$ cat src/rtl/nonce_uart_tx.sv
// rtl/nonce_uart_tx.sv - serialises a 32-bit word as four 8N1 UART bytes, MSB byte first
module nonce_uart_tx #(
  parameter int CLKS_PER_BIT = 434
) (
  input  logic        clock,
  input  logic        resetn,
  input  logic [31:0] nonceIn,
  input  logic        sendValid,
  output logic        ready,
  output logic        tx,
  output logic        done
);

  typedef enum logic [1:0] {IDLE, START, DATA, STOP} state_t;

  localparam logic [15:0] BIT_LAST = 16'(CLKS_PER_BIT - 1);

  state_t      state, stateNext;
  logic [15:0] clkCnt, clkCntNext;
  logic [2:0]  bitIdx, bitIdxNext;
  logic [1:0]  byteIdx, byteIdxNext;
  logic [31:0] shiftReg, shiftNext;
  logic [7:0]  curByte;
  logic        txNext, readyNext, doneNext;
  logic        bitEnd, lastStop;

  assign bitEnd   = (clkCnt == 16'd0);
  // The IDLE/done cycle doubles as the final cycle of the 4th stop bit,
  // so a word accepted in the done cycle starts with no gap.
  assign lastStop = (byteIdx == 2'd3) && (clkCnt == 16'd1);

  always_comb begin
    stateNext   = state;
    clkCntNext  = clkCnt;
    bitIdxNext  = bitIdx;
    byteIdxNext = byteIdx;
    shiftNext   = shiftReg;
    doneNext    = 1'b0;
    case (state)
      IDLE: begin
        if (sendValid && ready) begin
          stateNext   = START;
          shiftNext   = nonceIn;
          clkCntNext  = BIT_LAST;
          bitIdxNext  = 3'd0;
          byteIdxNext = 2'd0;
        end
      end
      START: begin
        if (bitEnd) begin
          stateNext  = DATA;
          clkCntNext = BIT_LAST;
        end else begin
          clkCntNext = clkCnt - 16'd1;
        end
      end
      DATA: begin
        if (bitEnd) begin
          clkCntNext = BIT_LAST;
          bitIdxNext = bitIdx + 3'd1;
          if (bitIdx == 3'd7) stateNext = STOP;
        end else begin
          clkCntNext = clkCnt - 16'd1;
        end
      end
      STOP: begin
        if (lastStop) begin
          stateNext   = IDLE;
          doneNext    = 1'b1;
          clkCntNext  = 16'd0;
          bitIdxNext  = 3'd0;
          byteIdxNext = 2'd0;
        end else if (bitEnd) begin
          stateNext   = START;
          clkCntNext  = BIT_LAST;
          byteIdxNext = byteIdx + 2'd1;
          shiftNext   = {shiftReg[23:0], 8'h00};
        end else begin
          clkCntNext = clkCnt - 16'd1;
        end
      end
      default: stateNext = IDLE;
    endcase

    curByte   = shiftNext[31:24];
    readyNext = (stateNext == IDLE);
    case (stateNext)
      START:   txNext = 1'b0;
      DATA:    txNext = curByte[bitIdxNext];
      default: txNext = 1'b1;
    endcase
  end

  always_ff @(posedge clock or negedge resetn) begin
    if (!resetn) begin
      state    <= IDLE;
      clkCnt   <= 16'd0;
      bitIdx   <= 3'd0;
      byteIdx  <= 2'd0;
      shiftReg <= 32'd0;
      tx       <= 1'b1;
      ready    <= 1'b0;
      done     <= 1'b0;
    end else begin
      state    <= stateNext;
      clkCnt   <= clkCntNext;
      bitIdx   <= bitIdxNext;
      byteIdx  <= byteIdxNext;
      shiftReg <= shiftNext;
      tx       <= txNext;
      ready    <= readyNext;
      done     <= doneNext;
    end
  end

endmodule

$ cat config.mk
export PLATFORM = sky130hd
export DESIGN_NAME = nonce_uart_tx
export DESIGN_NICKNAME = d
export VERILOG_FILES = /design/src/rtl/nonce_uart_tx.sv
export SDC_FILE = /design/constraint.sdc
export NUM_CORES = 1
export LEC_CHECK = 0
export CORE_MARGIN = 2
export CORE_UTILIZATION = 56
export CTS_CLUSTER_DIAMETER = 200
export DETAILED_ROUTE_END_ITERATION = 10
export PLACE_DENSITY = 0.77
export SYNTH_ARGS = -nofsm -noshare
export SYNTH_HDL_FRONTEND = slang
export SYNTH_SLANG_ARGS = --single-unit
$ cat constraint.sdc
create_clock -name clock -period 3.7 [get_ports clock]
set_clock_uncertainty 0.05 [all_clocks]
set_input_delay 0.74 -clock clock [delete_from_list [all_inputs] [get_ports clock]]
set_output_delay 0.74 -clock clock [all_outputs]
set_load 0.01 [all_outputs]
==> impl.org <==
** STA
- Fin. max-slew vios :: 0
- Ratio of final minimum period to clock period :: 83.88%
- Adding up every negative setup slack in the final design gives 0 ns.
- Setup repair after global routing left no endpoint under its margin.
- Transition time at the pin with the least slew margin :: 0.7408 ns
- The clock period could shrink to 3.104 ns.
- Final setup vio count :: 0
- Slew headroom :: 50.09%
- Based on the critical path, the design can be clocked at up to 0.3222 GHz.
- Final worst setup slack :: 0.5963 ns
- The final number of hold-violating endpoints came to 0.

** Routing
- For this block, the initial DRC count from the detailed router was 123.
- Number of remaining DRC errors :: 0
- Count of TritonRoute iterations in the first routing pass :: 4
- Vias after detailed routing :: 2568
- Routed wire length per instance :: 15.46 um
- Vias per cell :: 5.876
- Antenna Nets Post-Route :: 0
- Wires add up to 6756 um.

** Yosys
- Synthesis inferred 58 register bits.
- After synthesis, the share of flip-flops with an asynchronous set or reset is 100.0%.
- Number of warnings reported in the yosys synthesis log :: 0
- Summing the areas of all xor and xnor instances in the mapped netlist gives 1.682% of the synthesized area.
- Counting every net in the synthesized netlist gives 366.
- Most area-hungry cell type in the Yosys netlist :: sky130_fd_sc_hd__dfrtp_1
- Compound-Gate Fraction of Synth Area :: 22.11%
- Of the total synthesized cell area, the portion taken by AND, OR, NAND and NOR gates is 18.82%.
- Number of enable-type register cells in the synthesized netlist :: 0
- Fraction of synthesized cell area taken by the top area cell type :: 45.65%
- Average footprint of a synthesized cell :: 9.763 um^2
- Post-synthesis share of cell area spent on full adders, half adders and majority gates :: 4.405%
- Largest family of logic cells by synthesized area :: compound AO/OA/AOI/OAI gates
- Cell Area, Synth :: 3124 um^2
- Yosys attributes the largest share of cell area to sky130_fd_sc_hd__dfrtp_1 46%, sky130_fd_sc_hd__a22oi_1 5.5%, sky130_fd_sc_hd__nand2_1 5.4%.
- Yosys mapped the design onto 53 distinct sky130hd cell types.
- Dominant register cell in the synthesized netlist :: sky130_fd_sc_hd__dfrtp_1
- After synthesis, flip-flops and latches occupy 46.50% of the total area.
- Synthesized instance count :: 320
- Measured against the total synthesized area, the mux share comes to 2.763%.

** Clocking
- The root buffer cell chosen for the clock tree is sky130_fd_sc_hd__clkbuf_8.
- Buffers added to address setup during post-CTS repair amount to 0.
- The longest clock path from root to sink contains 2 buffers.
- Buffers inserted during clock tree synthesis total 9.
- TritonCTS built the clock tree.
- Clock-pin slew was measured on the worst setup and hold paths at 0.07 ns.
- Buffers inserted to repair hold after CTS numbered 0.
- The clock reaches the later pin of the worst-skew pair after 0.34 ns.
- Once the clock tree was built, the resizer swapped 0 gates to a different size.
- H-tree levels :: 3
- For this design, the sink count on the clock tree is 58.

** Final layout
- The finished cells cover 3786 um^2.
- The final layout contains 406 nets.
- Fraction of layout instances using a drive strength above 1 :: 10.68%
- Relative to the synthesized area, the layout overhead comes to 21.19%.
- Most frequent standard cell in the layout excluding fill and tap cells :: sky130_fd_sc_hd__dfrtp_1
- The repair_antennas step left the layout with diodes totalling 0.
- In the layout the commonest cells are 57 x sky130_fd_sc_hd__dfrtp_1, 45 x sky130_fd_sc_hd__nand2_1, 36 x sky130_fd_sc_hd__clkdlybuf4s50_1.

** Global route
- The first global-routing pass estimated 11720 um of wire.
- Overflow left after global routing :: 0
- Entering global routing, the biggest net connects 44 pins.
- The number of global-route vias before repair was 2602.
- The number of antenna violations at the first check in global routing was 0.
- Overall fraction of global-route tracks in use :: 24.33%

** Setup path
- Crit Path Category :: flop to flop
- The signal on the critical path passes through inv_1, ha_1, nor3b_4, nand4_4, nor3_2, a22oi_1, mux2i_1, nor3_1, or4_1, a41oi_1.
- Critical path launch point :: clkCnt[0]$_DFFE_PN0P_
- STA classifies the critical path startpoint as a flop.
- The startpoint identified for the worst register-to-register timing path is clkCnt[0]$_DFFE_PN0P_.
- At the worst endpoint, the required time is 3.90 ns.
- CP peak stage delay :: 0.54 ns
- Data arrives at the worst endpoint at 3.30 ns.
- Critical Path Sink Type :: flop
- Cell type of the slowest stage on the worst timing path :: sky130_fd_sc_hd__nor3_2
- Highest net fanout along the worst path :: 12

** Placement
- Total placed instance area :: 3553 um^2
- Detail Placement HPWL :: 4797 um
- Post-place setup slack :: 0.6151 ns
- Routability congestion estimate :: 0.8763
- In this run the tool buffered the top-level ports with 37 buffer cells.

** Power and ir drop
- Total power divided by cell area :: 364.3 nW/um^2
- Worst-case vdd ir drop :: 0.2848 mV
- Leakage power of the design :: 1.710 nW

** Die
- I/O pin count :: 38
- In this run the horizontal extent of the chip is 78.69 um.
- Once the floorplan was initialized, standard cells occupied 57.44% of the core.
- Die outline area :: 6192 um^2
- Row count :: 27
- Core Box Area :: 5439 um^2
- Measured along the y axis, the die boundary spans 78.69 um.

** Hold path
- Class of the most critical hold timing path :: primary input to async pin

** Outcome
- The flow ran to the end, and the final reports show no timing, DRC or antenna violations.

** Run
- Max-cap viol count :: 0
[final timing paths]
| path | to | slack [ns] | depth (start not counted) |
|---|---|---|---|
| setup / recovery | tx$_DFF_PN1_ | 0.60 | 10 |
| hold / removal | shiftReg[0]$_DFFE_PN0P_ | 0.25 | 1 |
| max in group asynchronous | tx$_DFF_PN1_ | 2.48 | 2 |
| hold reg to reg | shiftReg[29]$_DFF_PN0_ | 0.43 | 2 |
| min in group clock | shiftReg[29]$_DFF_PN0_ | 0.43 | 2 |
| setup reg to reg | tx$_DFF_PN1_ | 0.60 | 10 |
[cell usage after synthesis (4+ instances only)]
| cell | instances |
|---|---|
| sky130_fd_sc_hd__dfrtp_1 | 57 |
| sky130_fd_sc_hd__nand2_1 | 45 |
| sky130_fd_sc_hd__o21ai_0 | 33 |
| sky130_fd_sc_hd__nor2_1 | 27 |
| sky130_fd_sc_hd__a22oi_1 | 23 |
| sky130_fd_sc_hd__a21oi_1 | 12 |
| sky130_fd_sc_hd__a22o_1 | 12 |
| sky130_fd_sc_hd__clkbuf_1 | 11 |
| sky130_fd_sc_hd__ha_1 | 11 |
| sky130_fd_sc_hd__nor3_1 | 9 |
| sky130_fd_sc_hd__inv_1 | 8 |
| sky130_fd_sc_hd__mux2i_1 | 6 |
| sky130_fd_sc_hd__nand3_1 | 6 |
| sky130_fd_sc_hd__a221oi_1 | 4 |
[power by group]
| group | leakage, nW | internal, mW | switching [mW] |
|---|---|---|---|
| combinational | 0.818 | 0.0316 | 0.0183 |
| clock | 0.120 | 0.444 | 0.251 |
| sequential | 0.772 | 0.634 | 0 |
[cells by family after synthesis]
family | count (synthesis)
fa+ha+maj | 11
simple gates | 111
mux | 8
flops | 58
xor+xnor | 6
compound gates | 102
buf+inv | 24
[registers in the layout, indices dropped and copies added (netlist names)]
| signal | count |
|---|---|
| clkCnt | 16 |
| ready | 1 |
| byteIdx | 2 |
| state | 2 |
| done | 1 |
| tx | 1 |
| bitIdx | 3 |
| shiftReg | 32 |
[final cells by class]
| class | instances | area [um^2] |
|---|---|---|
| Fill cell | 428 | 1653 |
| Multi-Input combinational cell | 238 | 1555 |
| Sequential cell | 58 | 1453 |
| Timing Repair Buffer | 45 | 425.4 |
| Clock buffer | 10 | 127.6 |
| Clock inverter | 6 | 105.1 |
| Tap cell | 72 | 90.09 |
| Inverter | 8 | 30.03 |
[routing by layer]
metal  up-vias  wire [um]  global-route usage [%]
met2        63       3240                   39.40
li1       1251          -                       -
met1      1247       3125                   31.73
met5         -          0                       0
met3         7        300                   6.136
met4         0         91                   8.947
[through the flow]
| step | power [mW] | hold WS (ns) | std cells | utilization, % |
|---|---|---|---|---|
| after detailed placement | 0.6970 | 0.4129 | 421 | 65.33 |
| after global routing | 1.420 | 0.2713 | 437 | 69.61 |
| after CTS | 1.390 | 0.2527 | 437 | 69.61 |
| after floorplan | 0.6464 | 0.3847 | 320 | - |
| after global placement | 0.6968 | 0.4075 | 421 | 65.33 |
| final | 1.379 | 0.2507 | 437 | 69.61 |
[worst max-delay path, delay by kind of cell (launching register included)]
family                   cells  cell delay, ns
buffers and inverters        1            0.15
AND/OR/NAND/NOR              5            1.59
adder cells (fa/ha/maj)      1            0.22
multiplexers                 1            0.18
flip-flops                   1            0.40
AO/OA/AOI/OAI                2            0.41
Power figures use the tool's default switching activity.
